## src/rtl/imem_loader_if.sv

```systemverilog
// imem_loader_if: byte-stream handshake from the host plus the instruction
// memory write port. The loader drives the write port and byte_ready
// (master), and the host/memory side drives the byte stream (slave).
interface imem_loader_if #(
    parameter int ADDR_W = 6
);
    logic              byte_valid;
    logic [7:0]        byte_data;
    logic              byte_ready;
    logic              wr_en;
    logic [ADDR_W-1:0] wr_addr;
    logic [31:0]       wr_data;

    modport master (
        input  byte_valid,
        input  byte_data,
        output byte_ready,
        output wr_en,
        output wr_addr,
        output wr_data
    );

    modport slave (
        output byte_valid,
        output byte_data,
        input  byte_ready,
        input  wr_en,
        input  wr_addr,
        input  wr_data
    );
endinterface

```

## src/rtl/imem_loader.sv

```systemverilog
// imem_loader: boot-time writer for the CPU instruction memory.
// Takes a byte stream (count byte N, then 4*N little-endian data bytes),
// writes one 32-bit word per four bytes and keeps the CPU in reset until
// the whole image is committed.
// Optional feature: define IMEM_LOADER_CHECKSUM_EN to expect a trailing
// XOR checksum byte over all data bytes; a mismatch aborts into ERR.
module imem_loader #(
    parameter int DEPTH  = 64,
    parameter int ADDR_W = 6
) (
    input  logic clk,
    input  logic rst_n,
    input  logic start,
    imem_loader_if.master bus,
    output logic cpu_hold,
    output logic busy,
    output logic done,
    output logic err
);

`ifdef IMEM_LOADER_CHECKSUM_EN
    typedef enum logic [2:0] {
        S_IDLE, S_LEN, S_DATA, S_CSUM, S_FLUSH, S_DONE, S_ERR
    } state_t;
`else
    typedef enum logic [2:0] {
        S_IDLE, S_LEN, S_DATA, S_FLUSH, S_DONE, S_ERR
    } state_t;
`endif

    localparam logic [7:0] DEPTH_B = 8'(DEPTH);

    state_t            state_reg;
    logic              byte_ready_reg;
    logic              wr_en_reg;
    logic [ADDR_W-1:0] wr_addr_reg;
    logic [31:0]       wr_data_reg;
    logic              cpu_hold_reg;
    logic              busy_reg;
    logic              done_reg;
    logic              err_reg;
    logic [ADDR_W-1:0] n_last_reg;     // N-1, index of the final word
    logic [ADDR_W-1:0] word_idx_reg;
    logic [1:0]        byte_cnt_reg;
`ifdef IMEM_LOADER_CHECKSUM_EN
    logic [7:0]        csum_reg;
`endif

    logic        accept;
    logic [23:0] lanes;                // bytes 0..2 of the word being built

    // byte_ready comes from a register, so accept never loops back into it
    assign accept = bus.byte_valid && byte_ready_reg;

    // Low three byte lanes of the word under assembly; byte 3 goes straight
    // into wr_data together with these.
    for (genvar gi = 0; gi < 3; gi++) begin : g_lane
        logic [7:0] lane_q;

        // capture this lane's byte when it is the one arriving in DATA
        always_ff @(posedge clk or negedge rst_n) begin
            if (!rst_n) begin
                lane_q <= 8'h00;
            end else if (state_reg == S_DATA && accept && byte_cnt_reg == 2'(gi)) begin
                lane_q <= bus.byte_data;
            end
        end

        assign lanes[gi*8 +: 8] = lane_q;
    end

    // Load sequencer; all outputs are registered here.
    always_ff @(posedge clk or negedge rst_n) begin
        if (!rst_n) begin
            state_reg      <= S_IDLE;
            byte_ready_reg <= 1'b0;
            wr_en_reg      <= 1'b0;
            wr_addr_reg    <= '0;
            wr_data_reg    <= '0;
            cpu_hold_reg   <= 1'b1;
            busy_reg       <= 1'b0;
            done_reg       <= 1'b0;
            err_reg        <= 1'b0;
            n_last_reg     <= '0;
            word_idx_reg   <= '0;
            byte_cnt_reg   <= '0;
`ifdef IMEM_LOADER_CHECKSUM_EN
            csum_reg       <= '0;
`endif
        end else begin
            wr_en_reg <= 1'b0;
            case (state_reg)
                S_IDLE: begin
                    if (start) begin
                        state_reg      <= S_LEN;
                        byte_ready_reg <= 1'b1;
                        busy_reg       <= 1'b1;
                    end
                end
                S_LEN: begin
                    if (accept) begin
                        if (bus.byte_data == 8'd0 || bus.byte_data > DEPTH_B) begin
                            state_reg      <= S_ERR;
                            byte_ready_reg <= 1'b0;
                            busy_reg       <= 1'b0;
                        end else begin
                            n_last_reg   <= ADDR_W'(bus.byte_data - 8'd1);
                            word_idx_reg <= '0;
                            byte_cnt_reg <= '0;
`ifdef IMEM_LOADER_CHECKSUM_EN
                            csum_reg     <= '0;
`endif
                            state_reg    <= S_DATA;
                        end
                    end
                end
                S_DATA: begin
                    if (accept) begin
                        byte_cnt_reg <= byte_cnt_reg + 2'd1;
`ifdef IMEM_LOADER_CHECKSUM_EN
                        csum_reg     <= csum_reg ^ bus.byte_data;
`endif
                        if (byte_cnt_reg == 2'd3) begin
                            wr_en_reg   <= 1'b1;
                            wr_addr_reg <= word_idx_reg;
                            wr_data_reg <= {bus.byte_data, lanes};
                            if (word_idx_reg == n_last_reg) begin
`ifdef IMEM_LOADER_CHECKSUM_EN
                                state_reg      <= S_CSUM;
`else
                                state_reg      <= S_FLUSH;
                                byte_ready_reg <= 1'b0;
`endif
                            end else begin
                                word_idx_reg <= word_idx_reg + 1'b1;
                            end
                        end
                    end
                end
`ifdef IMEM_LOADER_CHECKSUM_EN
                S_CSUM: begin
                    if (accept) begin
                        byte_ready_reg <= 1'b0;
                        busy_reg       <= 1'b0;
                        state_reg      <= (bus.byte_data == csum_reg) ? S_DONE : S_ERR;
                    end
                end
`endif
                S_FLUSH: begin
                    state_reg <= S_DONE;
                    busy_reg  <= 1'b0;
                end
                S_DONE: begin
                    if (start) begin
                        state_reg      <= S_LEN;
                        byte_ready_reg <= 1'b1;
                        busy_reg       <= 1'b1;
                        done_reg       <= 1'b0;
                        cpu_hold_reg   <= 1'b1;
                    end else begin
                        done_reg     <= 1'b1;
                        cpu_hold_reg <= 1'b0;
                    end
                end
                S_ERR: begin
                    if (start) begin
                        state_reg      <= S_LEN;
                        byte_ready_reg <= 1'b1;
                        busy_reg       <= 1'b1;
                        err_reg        <= 1'b0;
                    end else begin
                        err_reg <= 1'b1;
                    end
                end
                default: begin
                    state_reg      <= S_IDLE;
                    byte_ready_reg <= 1'b0;
                    busy_reg       <= 1'b0;
                end
            endcase
        end
    end

    assign bus.byte_ready = byte_ready_reg;
    assign bus.wr_en      = wr_en_reg;
    assign bus.wr_addr    = wr_addr_reg;
    assign bus.wr_data    = wr_data_reg;
    assign cpu_hold       = cpu_hold_reg;
    assign busy           = busy_reg;
    assign done           = done_reg;
    assign err            = err_reg;

endmodule
```

## src/flat_wrapper.sv

```systemverilog
// flat-port wrapper written by rule: the top's interface ports become plain ports
module imem_loader_flat 
#(
    parameter int DEPTH  = 64,
    parameter int ADDR_W = 6
)
  (clk, rst_n, start, cpu_hold, busy, done, err, bus_byte_valid, bus_byte_data, bus_byte_ready, bus_wr_en, bus_wr_addr, bus_wr_data);
  imem_loader_if #(.ADDR_W(ADDR_W)) bus_i ();
  input  logic clk;
  input  logic rst_n;
  input  logic start;
  output logic cpu_hold;
  output logic busy;
  output logic done;
  output logic err;
  input wire logic [$bits(bus_i.byte_valid)-1:0] bus_byte_valid;
  input wire logic [$bits(bus_i.byte_data)-1:0] bus_byte_data;
  output wire logic [$bits(bus_i.byte_ready)-1:0] bus_byte_ready;
  output wire logic [$bits(bus_i.wr_en)-1:0] bus_wr_en;
  output wire logic [$bits(bus_i.wr_addr)-1:0] bus_wr_addr;
  output wire logic [$bits(bus_i.wr_data)-1:0] bus_wr_data;
  assign bus_i.byte_valid = bus_byte_valid;
  assign bus_i.byte_data = bus_byte_data;
  assign bus_byte_ready = bus_i.byte_ready;
  assign bus_wr_en = bus_i.wr_en;
  assign bus_wr_addr = bus_i.wr_addr;
  assign bus_wr_data = bus_i.wr_data;
  imem_loader #(.DEPTH(DEPTH), .ADDR_W(ADDR_W)) u_core (.clk(clk), .rst_n(rst_n), .start(start), .bus(bus_i), .cpu_hold(cpu_hold), .busy(busy), .done(done), .err(err));
endmodule
```

## config.mk

```make
export PLATFORM = sky130hd
export DESIGN_NAME = imem_loader_flat
export DESIGN_NICKNAME = d
export VERILOG_FILES = /design/src/rtl/imem_loader_if.sv /design/src/rtl/imem_loader.sv /design/src/flat_wrapper.sv
export SDC_FILE = /design/constraint.sdc
export NUM_CORES = 1
export LEC_CHECK = 0
export ABC_CLOCK_PERIOD_IN_PS = 2100
export CAP_MARGIN = 20
export CORE_MARGIN = 4
export CORE_UTILIZATION = 53
export DETAILED_ROUTE_END_ITERATION = 8
export PLACE_DENSITY = 0.8
export SLEW_MARGIN = 5
export SYNTH_ARGS = -nofsm -noshare
export SYNTH_HDL_FRONTEND = slang
export SYNTH_SLANG_ARGS = --single-unit
```

## constraint.sdc

```tcl
create_clock -name clk -period 2.1 [get_ports clk]
set_clock_uncertainty 0.05 [all_clocks]
set_input_delay 0.42 -clock clk [delete_from_list [all_inputs] [get_ports clk]]
set_output_delay 0.42 -clock clk [all_outputs]
set_load 0.03 [all_outputs]
```

==> run_results.csv, run 1 <==
group,metric,value,unit
pwr,cell_internal_pwr,0.00288,W
floorplan,rows,30,
layout,final_nets,396,
cts,root_buffer,"clkbuf_8",
placed_design,port_buffers,55,
synthesis,synthFlopType,"dfrtp_1",
timing,finalSetupViolations,0,
layout,drive_gt1_share,32.4,%
pwr,combPwrFrac,24.2,%
timing,period_share,97.3,%
cts,path_clk_slew,0.09,ns
floorplan,dieArea,8290,um2
pwr,switching_share,31.7,%
synthesis,avgSynthCellArea,12.8,um2
timing,rsz0062_at_grt,"false",
critical_path,arrival,2.23,ns
detailed_routing,vias,2559,
pwr,p_leak,2.34,nW
timing,final_hold_viol_count,0,
grt,grt_usage,21.5,%
status,status,"finished clean",
synthesis,ys_seq_area_share,58.2,%
synthesis,netlist_area,3650,um2
pwr,ir_worst_vdd,0.000491,V
critical_path,crit_type,"input port to flop",
placed_design,post-dp-hpwl,5.68,mm
synthesis,synth_most_common_cell,"dfrtp_1",
floorplan,start_util,54.1,%
pwr,pwr-share-seq,47.9,%
critical_path,cp_max_fo,4,
detailed_routing,drt_iter0_drc,101,
timing,maxSlewViolCount,0,
floorplan,coreArea,6760,um2
placed_design,globalplace.congestion,0.857,
timing,maxSlewHeadroom,62.4,%
grt,antenna_found_initial,0,
pwr,power_density,874,nW/um2
synthesis,yosys_warnings,0,
layout,syn_to_final_growth,32.1,%
layout,antenna_cells,0,
job,max_cap_violations,0,
timing,min_period,2.04,ns
placed_design,placed_cell_area,4600,um2
layout,largest_reg_flops,32,
detailed_routing,post_drt_wl_per_cell,17.7,um
critical_path,worstSetupEndpointType,"flop",
hold_path,min_path_type,"input port to async pin",
synthesis,synth_top_area_share,57.5,%
cts,clockBufferDepth,2,
placed_design,preCtsSetupSlack,-0.686,ns
floorplan,die_h,91.0,um
floorplan,pin_count,56,
timing,fmax,490,MHz
grt,grt_start_max_net_pins,49,
floorplan,dieWidth,91.0,um
cts,cts_made_buffers,9,
grt,grt_first_pass_wirelength,14.2,mm
cts,cts_tree,"done",
synthesis,yosys-top-cells-area,"dfrtp_1 (58%), mux2_2 (17%), nand2_1 (3.2%)",
cts,numClockSinks,85,
synthesis,synth-edff-count,0,
synthesis,yosysTopAreaCell,"dfrtp_1",
critical_path,required,2.29,ns
grt,grt_pass1_vias,2806,
timing,worst_pin_slew,0.558,ns
synthesis,ys_ff_latch,85,
cts,cts-htree-levels,3,
layout,utilization,71.5,%
detailed_routing,via_per_inst,5.53,
pwr,p_sw,0.00134,W
synthesis,yosysUniqueCellTypes,47,
synthesis,syn_nets,304,
layout,fillers,466,
grt,gr-total-overflow,0,
synthesis,synthArstFlopShare,100,%
critical_path,start_kind,"input port",
detailed_routing,drt-pass1-iter-count,4,
timing,fin_tns_setup,0,ns
timing,worst_slack,0.0572,ns
cts,clkLatencyLatePin,0.35,ns
detailed_routing,antenna_left,0,
synthesis,ys_top_cells_by_count,"dfrtp_1 (84), mux2_2 (55), nand2_1 (31)",
critical_path,reg2reg_slack,0.09,ns
detailed_routing,drc,0,
pwr,pwr-share-clk,27.9,%
detailed_routing,wirelength,8.17,mm
layout,fin_area,4830,um2
synthesis,syn-instance-count,286,
through the flow:
stage	cells	hold slack (ns)	power, W
final	463	0.398	0.00422
after floorplan	286	0.0744	0.00266
after CTS	463	0.388	0.00423
after global placement	445	0.230	0.00299
after detailed placement	445	0.233	0.00304
after global routing	463	0.389	0.00445
final timing paths:
check / from / end / cells after the start
max: bus_byte_data[1] / u_core.n_last_reg[5]$_DFFE_PN0P_ / 8
min: rst_n / u_core.bus.wr_addr[2]$_DFFE_PN0P_ / 2
max reg2reg: u_core.word_idx_reg[4]$_DFFE_PN0P_ / u_core.state_reg[0]$_DFFE_PN0P_ / 5
min reg2reg: u_core.g_lane[1].lane_q[1]$_DFFE_PN0P_ / u_core.g_lane[1].lane_q[1]$_DFFE_PN0P_ / 2
max in group asynchronous: rst_n / u_core.bus.wr_en$_DFF_PN0_ / 3
min in group clk: u_core.g_lane[1].lane_q[1]$_DFFE_PN0P_ / u_core.g_lane[1].lane_q[1]$_DFFE_PN0P_ / 2
cell usage in the layout, fill, tap and decap left out, types with 6 or more instances in the layout:
cell | synthesis | final
dfrtp_1 | 84 | 84
o21ai_0 | 16 | 16
clkbuf_8 | 0 | 9
nand3_1 | 7 | 6
mux2_2 | 55 | 53
xor2_1 | 6 | 6
nand2_1 | 31 | 31
nor2_1 | 8 | 8
buf_4 | 1 | 34
clkdlybuf4s50_1 | 0 | 50
inv_1 | 8 | 6
cells by family (layout without fill, tap and decap cells):
logic type      count (synthesis)  count (layout)  share of synthesized area [%]
flops                          85              85                           58.2
simple gates                   69              69                           10.1
mux                            57              57                           17.5
compound gates                 40              40                           7.60
buf+inv                        19             116                           2.09
xor+xnor                       10              10                           2.40
fa+ha+maj                       6               6                           2.05
layer usage:
layer  wire (um)  GRT usage [%]  up-vias
li1            -              -     1189
met1        3490           26.9     1288
met2        4190           35.9       69
met3         381           5.55       13
met4         119           7.91        0
met5           0              0        -
worst max-delay path, stage by stage:
cell      delay, ns
clkbuf_2       0.09
buf_6          0.13
inv_16         0.05
ha_4           0.12
or3b_4         0.40
or4_4          0.55
nand4b_4       0.15
mux2_4         0.31
power by group through the flow:
| stage | clock network, W | registers, W | logic [W] |
|---|---|---|---|
| floorplan | 0 | 0.00209 | 0.000565 |
| global placement | 0 | 0.00204 | 0.000948 |
| detailed placement | 0 | 0.00206 | 0.000988 |
| CTS | 0.00120 | 0.00202 | 0.00100 |
| global route | 0.00128 | 0.00206 | 0.00112 |
| finish | 0.00118 | 0.00202 | 0.00102 |
layout make-up:
class | count | area [um2] | share of cell area (%)
clock inverters | 6 | 71.3 | 1.48
inverters | 8 | 53.8 | 1.11
flip-flops and latches | 85 | 2130 | 44.1
well taps | 80 | 100 | 2.07
multi-input cells | 182 | 1500 | 31.0
clock buffers | 10 | 128 | 2.64
repair buffers | 92 | 852 | 17.6
what timing repair did:
action                                  in CTS  in global routing
hold buffers                                 1                  0
endpoints found under the setup margin      19                 10
gates resized for setup                      4                  7
pin swaps                                    2                  5
hold endpoints to repair                    10                  0
setup buffers                                1                  0
(Power assumes the default switching activity.)
==> run 2, diff against run 1 <==
--- a/config.mk
+++ b/config.mk
@@ -5,12 +5,12 @@
 export SDC_FILE = /design/constraint.sdc
 export NUM_CORES = 1
 export LEC_CHECK = 0
-export ABC_CLOCK_PERIOD_IN_PS = 2100
+export ABC_CLOCK_PERIOD_IN_PS = 2400
 export CAP_MARGIN = 20
 export CORE_MARGIN = 4
-export CORE_UTILIZATION = 53
+export CORE_UTILIZATION = 58
 export DETAILED_ROUTE_END_ITERATION = 8
-export PLACE_DENSITY = 0.8
+export PLACE_DENSITY = 0.86
 export SLEW_MARGIN = 5
 export SYNTH_ARGS = -nofsm -noshare
 export SYNTH_HDL_FRONTEND = slang
==> constraint.sdc (replaced) <==
create_clock -name clk -period 2.4 [get_ports clk]
set_clock_uncertainty 0.05 [all_clocks]
set_input_delay 0.48 -clock clk [delete_from_list [all_inputs] [get_ports clk]]
set_output_delay 0.48 -clock clk [all_outputs]
set_load 0.03 [all_outputs]
==> run 2 against run 1 <==
  * Combinational power down 23%
  * Via count down 4.1%
  * Total power down 14%
  * Critical path depth down 1
  * Largest power group unchanged
==> run_results.csv, run 2 (synthesized netlist as in run 1, its figures left out) <==
group,metric,value,unit
status,status,"finished clean",
timing,finalSetupViolations,0,
detailed_routing,post_drt_wl_per_cell,17.3,um
detailed_routing,dr_wl_met3,461,um
detailed_routing,highest_layer,"met4",
cts,clkLatencyLatePin,0.35,ns
floorplan,pin_count,56,
timing,final_hold_viol_count,0,
layout,largest_reg_flops,32,
grt,grt_first_pass_wirelength,12.8,mm
layout,final_cell_mix,"dfrtp_1 (84), mux2_2 (55), clkdlybuf4s50_1 (52), nand2_1 (31), buf_4 (18)",
critical_path,required,2.62,ns
cts,cts-htree-levels,3,
grt,grt_usage,22.5,%
timing,hold_ws,0.433,ns
critical_path,start_kind,"input port",
critical_path,critical_path.startpoint,"bus_byte_data[3]",
critical_path,worstPathCellList,"clkdlybuf4s50_1 > or3b_4 > o31ai_4 > buf_4 > nand3b_4 > o22a_1 > o22ai_1",
timing,maxSlewHeadroom,45.8,%
grt,grt_pass1_vias,2587,
pwr,p_leak,2.27,nW
layout,fillers,373,
layout,utilization,77.6,%
critical_path,worstSetupEndpointType,"flop",
critical_path,crit_buf_inv,2,
placed_design,port_buffers,55,
floorplan,start_util,60.7,%
detailed_routing,wl_met2,3.75,mm
timing,maxSlewViolCount,0,
job,max_cap_violations,0,
detailed_routing,vias,2454,
critical_path,slowest_stage,"or3b_4",
critical_path,reg2reg_slack,0.45,ns
pwr,power_density,775,nW/um2
critical_path,reg2reg_from,"u_core.word_idx_reg[2]$_DFFE_PN0P_",
critical_path,cpPeakStageDelay,0.43,ns
cts,cts_tree,"done",
cts,root_buffer,"clkbuf_8",
cts,path_clk_slew,0.08,ns
layout,final_nets,379,
placed_design,globalplace.congestion,0.881,
detailed_routing,drt_iter0_drc,122,
cts,numClockSinks,85,
hold_path,min_path_type,"flop to flop",
timing,period_share,89.7,%
detailed_routing,drc,0,
layout,syn_to_final_growth,28.0,%
grt,antenna_found_initial,0,
critical_path,arrival,2.37,ns
detailed_routing,drt-pass1-iter-count,4,
floorplan,dieArea,7640,um2
timing,worst_pin_slew,0.811,ns
placed_design,post-dp-hpwl,5.22,mm
critical_path,crit_type,"input port to flop",
grt,grt_start_max_net_pins,71,
layout,drive_gt1_share,28.1,%
critical_path,path_delay_family,"compound AO/OA/AOI/OAI gates",
detailed_routing,wirelength,7.63,mm
hold_path,min_from,"u_core.bus.wr_addr[1]$_DFFE_PN0P_",
layout,final_common_cell,"dfrtp_1",
floorplan,rows,28,
placed_design,preCtsSetupSlack,-0.386,ns
pwr,ir_worst_vdd,0.000650,V
timing,fin_tns_setup,0,ns
cts,clockBufferDepth,2,
timing,fmax,464,MHz
floorplan,dieWidth,87.4,um
timing,min_period,2.15,ns
critical_path,cp_max_fo,5,
grt,gr-total-overflow,0,
timing,rsz0062_at_grt,"false",
floorplan,die_h,87.4,um
detailed_routing,via_per_inst,5.56,
layout,antenna_cells,0,
cts,cts_made_buffers,9,
floorplan,coreArea,6030,um2
timing,worst_slack,0.247,ns
detailed_routing,m1WireLength,3.32,mm
detailed_routing,antenna_left,0,
run 2: cell count changes in the layout (fill, tap and decap cells not counted), moves of 2 or more:
cell	delta
clkbuf_2	-2
mux2_4	-2
mux2_2	+2
clkbuf_8	+2
inv_2	+2
clkdlybuf4s50_1	+2
buf_4	-16
run 2: power breakdown:
group / internal (W) / leakage (nW) / switching (W)
Clock: 0.000544 / 0.103 / 0.000511
Combinational: 0.000364 / 1.01 / 0.000425
Sequential: 0.00162 / 1.16 / 0.000163
run 2: metrics by stage:
| stage | total power [W] | cells | area (um2) |
|---|---|---|---|
| floorplan | 0.00230 | 286 | 3650 |
| global placement | 0.00255 | 422 | 4410 |
| detailed placement | 0.00259 | 422 | 4410 |
| CTS | 0.00365 | 439 | 4640 |
| global route | 0.00384 | 441 | 4680 |
| finish | 0.00363 | 441 | 4680 |
run 2: worst paths after layout:
check | end | cells past startpoint
max | u_core.bus.byte_ready$_DFFE_PN0P_ | 7
min | u_core.bus.wr_addr[1]$_DFFE_PN0P_ | 2
max reg2reg | u_core.state_reg[0]$_DFFE_PN0P_ | 5
min reg2reg | u_core.bus.wr_addr[1]$_DFFE_PN0P_ | 2
max in group asynchronous | u_core.bus.wr_en$_DFF_PN0_ | 3
min in group asynchronous | u_core.word_idx_reg[4]$_DFFE_PN0P_ | 2
run 2: metal layers:
metal | track usage (%) | up-vias
met4 | 8.79 | 0
met2 | 35.1 | 71
met3 | 7.10 | 11
met5 | 0 | -
met1 | 29.3 | 1220
li1 | - | 1152
run 2: cell type report:
class	count	area (um2)	share of cell area (%)
repair buffers	75	731	15.6
clock inverters	4	55.1	1.18
inverters	8	30.0	0.642
flip-flops and latches	85	2130	45.5
clock buffers	12	155	3.32
well taps	75	93.8	2.01
multi-input cells	182	1490	31.7
run 2: worst reg2reg max path: stages, from the launching register on:
cell      delay (ns)
dfrtp_1         0.46
xor2_1          0.19
nor4_1          0.49
nand3_1         0.18
a2111o_1        0.43
nand4_1         0.08
run 2: timing repair:
| action | CTS | global route |
|---|---|---|
| hold buffers | 1 | 0 |
| hold endpoints to repair | 14 | 0 |
| resized for setup | 1 | 7 |
| pin swaps | 0 | 4 |
| buffers inserted | 0 | 2 |
| setup endpoints to repair | 2 | 13 |
==> RTL change 1 (config.mk and constraints of run 1) <==
Build with the macro `IMEM_LOADER_CHECKSUM_EN` defined.
--- a/src/rtl/imem_loader.sv
+++ b/src/rtl/imem_loader.sv
@@ -4,6 +4,8 @@
 // the whole image is committed.
 // Optional feature: define IMEM_LOADER_CHECKSUM_EN to expect a trailing
 // XOR checksum byte over all data bytes; a mismatch aborts into ERR.
+`define IMEM_LOADER_CHECKSUM_EN
+
 module imem_loader #(
     parameter int DEPTH  = 64,
     parameter int ADDR_W = 6
Formal check against the unedited RTL: not equivalent (Yosys sat finds a counterexample within 10 cycles, from zero or initial values and one cycle with rst_n low).
==> RTL change 1 against run 1 <==
Sequential cell count rose by 8; final cell count increased by 17%; wire length rose by 12%; setup slack gained 0.0065 ns; area after synthesis up 13%; cell area grew 10%; critical path type unchanged.
Power is not compared: it rests on default switching activity, and its combinational part moved more than twofold at a synthesized area within 25%.
==> RTL change 1: results (changes against run 1) <==
synthesized area per cell=11.7 µm² (was 12.8 µm²); Sequential cell area=2330 µm² (was 2130 µm²); synth warn=0 (unchanged); Max-slew headroom=0.698 (was 0.624); register area share after synthesis=0.561 (was 0.582); non-clk buf share=0.170 (was 0.176); Final Core Density=0.714 (was 0.715); Setup Buffers After CTS=0 (was 1); logic gate share of total power=0.405; largest net degree at the start of global routing=35 (was 49); Worst Reg-to-Reg Cells=6 (was 5); Worst setup endpoint=u_core.word_idx_reg[0] (was u_core.n_last_reg[5]); WL per Instance=16.9 µm (was 17.7 µm); routability congestion estimate=0.857 (about the same); post-synth cell types=45 (was 47); Max stage delay on crit path=0.44 ns (was 0.55 ns); FF-to-FF End=u_core.g_lane[1].lane_q[5] (was u_core.state_reg[0]); pre-CTS setup slack=-0.380 ns (was -0.686 ns); final non-filler cell total=544 (was 463); DP Wirelength=6460 µm (was 5680 µm); count of non-CTS buffers in the layout=95 (was 92); final-layout clock-cell area share=0.0344 (was 0.0412); Placed Instances=527 (was 445); Inverters=9 (was 8); status=finished, final reports clean (unchanged); n_diodes=0 (unchanged); hold_ws=0.437 ns (was 0.398 ns); multi-input combinational area share=0.328 (was 0.310); min-delay worst type=reg2reg (was in2async); top_reg_cell synth=dfrtp_1 (unchanged); top post-synthesis cells by area=dfrtp_1 (56%), mux2_2 (15%), o21ai_0 (3.9%), xnor2_1 (3.6%), nand2_1 (2.8%) (was dfrtp_1 (58%), mux2_2 (17%), nand2_1 (3.2%), o21ai_0 (2.2%), ha_1 (2.1%)); Iteration-0 DRC Markers=262 (was 101); Clock buffer cells=9 (was 10); Reg2Reg Setup Slack=0.12 ns (was 0.09 ns); fill cell count=527 (was 466); dpl cell area=5070 µm² (was 4600 µm²); number of flip-flops in the largest register=32 (unchanged); share of post-route cells with drive strength above 1=0.283 (was 0.324); P_seq=~2.8 mW; Synth top cells by count=dfrtp_1 (92), mux2_2 (56), o21ai_0 (32) (was dfrtp_1 (84), mux2_2 (55), nand2_1 (31)); multi-input gates=232 (was 182); min Tclk post-route=2.04 ns (about the same); first-pass GRT wire length=15300 µm (was 14200 µm); vias in the first global route=3156 (was 2806); crit path DAT=2.23 ns (about the same); layout net count=458 (was 396); vias per cell=5.57 (was 5.53); internal power=4.11 mW; CTS Root Cell=clkbuf_8 (unchanged); Worst R2R Start=u_core.state_reg[2] (was u_core.word_idx_reg[4]); slowest stage cell on the critical path=clkdlybuf4s50_1 (was or4_4); Static Leak=2.42 nW; Syn Nets=371 (was 304); CORE AREA=7450 µm² (was 6760 µm²); seq_cells=93 (was 85); Total Routing Usage GR=0.215 (about the same)
==> RTL change 1: cell count changes after synthesis, moves of 3 or more <==
| cell | delta |
|---|---|
| clkbuf_1 | -4 |
| xnor2_1 | +13 |
| xor2_1 | -6 |
| o21ai_0 | +16 |
| o21ai_1 | +5 |
| a21oi_1 | +7 |
| dfrtp_1 | +8 |
| o31a_1 | +3 |
| a31oi_1 | -3 |
| buf_2 | +6 |
| nor2_1 | +10 |
| o211ai_1 | +3 |
| buf_1 | +5 |
==> RTL change 1: how the worst min path moves through the flow <==
stage | startpoint | end | slack, ns
global route | u_core.done | u_core.done | 0.47
CTS | u_core.g_lane[2].lane_q[0] | u_core.g_lane[2].lane_q[0] | 0.44
finish | u_core.err | u_core.err | 0.44
floorplan | rst_n | u_core.bus.byte_ready | 0.07
global placement | rst_n | u_core.bus.wr_data[19] | 0.34
detailed placement | rst_n | u_core.bus.wr_data[19] | 0.35
==> RTL change 1: timing repair <==
item / 4_1_cts / 5_1_grt
hold buffers: 1 / 0
gates resized for setup: 0 / 15
endpoints found under the setup margin: 0 / 7
endpoints found under the hold margin: 30 / 0
==> RTL change 1: logic make-up (layout without fill, tap and decap cells) <==
logic type / Yosys count / in the layout / share of synthesized area
flops: 93 / 93 / 0.561
xor+xnor: 17 / 17 / 0.0359
simple gates: 79 / 79 / 0.0914
mux: 58 / 58 / 0.158
fa+ha+maj: 6 / 6 / 0.0181
compound gates: 72 / 72 / 0.105
buf+inv: 28 / 120 / 0.0302
==> RTL change 1: per-layer routing <==
layer	track usage	routed length, µm
met4	0.0841	200
met5	0	0
met3	0.0411	510
met1	0.273	3900
met2	0.366	4580
==> RTL change 1: critical path, delay by kind of cell <==
family,cells,cell delay [ns]
buf+inv,2,0.53
compound gates,4,1.07
simple gates,1,0.07
fa+ha+maj,1,0.15
==> RTL change 2 (settings of run 1) <==
Without the edit above. Re-encode `state_t` (6 states) as one-hot, 6 bits wide.
--- a/src/rtl/imem_loader.sv
+++ b/src/rtl/imem_loader.sv
@@ -23,8 +23,8 @@
         S_IDLE, S_LEN, S_DATA, S_CSUM, S_FLUSH, S_DONE, S_ERR
     } state_t;
 `else
-    typedef enum logic [2:0] {
-        S_IDLE, S_LEN, S_DATA, S_FLUSH, S_DONE, S_ERR
+    typedef enum logic [5:0] {
+        S_IDLE = 6'b000001, S_LEN = 6'b000010, S_DATA = 6'b000100, S_FLUSH = 6'b001000, S_DONE = 6'b010000, S_ERR = 6'b100000
     } state_t;
 `endif
 
Formal check against the unedited RTL: same outputs for any inputs over 10 cycles, from zero or initial values and one cycle with rst_n low; not proved beyond that.
==> RTL change 2 against run 1 <==
Sequential share of layout area up 1.7 points; non-clock buffer count down 7; cell area down 0.16%; area after synthesis up 2.6%; total power down 12%; fmax up 0.87%; wire length down 4.9%; die area up 2.3%; critical path depth down 7; sequential cell count up 3; setup slack better by 0.018 ns; critical endpoint is now cpu_hold; highest routed layer unchanged.
==> RTL change 2: results (changes against run 1) <==
FFs w/ async S/R, synth=1.00 (unchanged); CP top delay family=buffers and inverters (was simple AND/OR/NAND/NOR gates); Synth top area share=0.574 (was 0.575); routability congestion estimate=0.866 (was 0.857); register area share after synthesis=0.588 (was 0.582); Clk. pwr=1.10 mW (was 1.18 mW); final non-filler cell total=469 (was 463); Switching Fraction=0.292 (was 0.317); TritonCTS Buffers=9 (unchanged); H-tree levels=3 (unchanged); Syn Nets=298 (was 304); DP Wirelength=5530 µm (was 5680 µm); first-pass GRT wire length=13600 µm (was 14200 µm); slowest stage cell on the critical path=clkdlybuf4s50_1 (was or4_4); Max IR drop VDD=0.000449 V (was 0.000491 V); sw power=1.08 mW (was 1.34 mW); top post-synthesis cells by area=dfrtp_1 (57%), mux2_2 (17%), o21ai_0 (2.4%), xnor2_1 (2.1%), ha_1 (2.0%) (was dfrtp_1 (58%), mux2_2 (17%), nand2_1 (3.2%), o21ai_0 (2.2%), ha_1 (2.1%)); crit path DAT=1.56 ns (was 2.23 ns); post-synth cell types=44 (was 47); n_diodes=0 (unchanged); Bufs on Longest Clock Path=2 (unchanged); clk_lat worst skew=0.35 ns (about the same); complex-gate fraction of the synthesized area=0.0754 (was 0.0760); min-delay worst type=reg2reg (was in2async); Static Leak=2.36 nW (was 2.34 nW); Iteration-0 DRC Markers=91 (was 101); post-cts gate resize count=5 (was 4); CTS Root Cell=clkbuf_8 (unchanged); port bufs=55 (unchanged); Synth top cells by count=dfrtp_1 (86), mux2_2 (58), nand2_1 (19) (was dfrtp_1 (84), mux2_2 (55), nand2_1 (31)); multiplexer share of the synthesized area=0.177 (was 0.175); Setup Buffers After CTS=1 (unchanged); Final Core Density=0.706 (was 0.715); Total Routing Usage GR=0.204 (was 0.215); Max stage delay on crit path=0.66 ns (was 0.55 ns); top_reg_cell synth=dfrtp_1 (unchanged); combinational group power=0.691 mW (was 1.02 mW); share of post-route cells with drive strength above 1=0.319 (was 0.324); Placed Instances=451 (was 445); cells after synthesis=280 (was 286); Least-Margin Pin Slew=0.593 ns (was 0.558 ns); drt pass-1 iters=4 (unchanged); vias in the first global route=2770 (was 2806); largest net degree at the start of global routing=39 (was 49); WL per Instance=16.6 µm (was 17.7 µm); fill cell count=501 (was 466); vias=2511 (was 2559); Synth Area in Adders=0.0200 (was 0.0205); initial antenna violation count=0 (unchanged); layout net count=386 (was 396); synth warn=0 (unchanged); Clock transition at path regs=0.09 ns (about the same); number of flip-flops in the largest register=32 (unchanged); Synth Area in XOR/XNOR=0.0257 (was 0.0240); pre-CTS setup slack=-0.420 ns (was -0.686 ns); Post-CTS Hold Buffers=1 (unchanged); crit-path max FO=2 (was 4); status=finished, final reports clean (unchanged)
-- RTL change 2: cell count changes in the layout (fill, tap and decap cells not counted), sizes merged, moves of 3 or more --
cell | before | now
a21oi | 6 | 0
nand2b | 4 | 1
nand3b | 1 | 4
xor2 | 6 | 2
mux2 | 56 | 59
nand2 | 31 | 23
a31oi | 5 | 2
xnor2 | 4 | 9
nand3 | 7 | 3
a22o | 0 | 5
buf | 37 | 30
-- RTL change 2: cell type report --
cell class | count | area, µm² | share of cell area
sequential | 88 | 2200 | 0.457
multi-input combinational | 175 | 1490 | 0.308
timing repair buffer | 85 | 786 | 0.163
clock buffer | 11 | 151 | 0.0314
tap | 96 | 120 | 0.0249
clock inverter | 5 | 38.8 | 0.00805
inverter | 9 | 33.8 | 0.00701
-- RTL change 2: metrics by stage --
| step | TNS, ns | instance area (µm²) |
|---|---|---|
| global route | 0 | 4820 |
| finish | 0 | 4820 |
| detailed placement | -5.98 | 4610 |
| CTS | 0 | 4820 |
| global placement | -5.45 | 4610 |
| floorplan | 0 | 3750 |
-- RTL change 2: worst paths after layout --
kind / from / end / slack [ns] / depth (start not counted)
worst max-delay path: u_core.cpu_hold / cpu_hold / 0.07 / 1
worst min-delay path: u_core.bus.wr_addr[2] / u_core.bus.wr_addr[2] / 0.43 / 2
worst max register to register: u_core.state_reg[5] / u_core.bus.byte_ready / 0.16 / 6
worst min register to register: u_core.bus.wr_addr[2] / u_core.bus.wr_addr[2] / 0.43 / 2
max in group asynchronous: rst_n / u_core.n_last_reg[3] / 0.91 / 3
min in group asynchronous: rst_n / u_core.done / 0.52 / 2
-- RTL change 2: layer usage --
layer	GRT usage	wire length [µm]	vias to the layer above
met5	0	0	-
met4	0.0681	135	0
met2	0.335	3750	63
met1	0.263	3460	1265
met3	0.0574	422	11
li1	-	-	1172
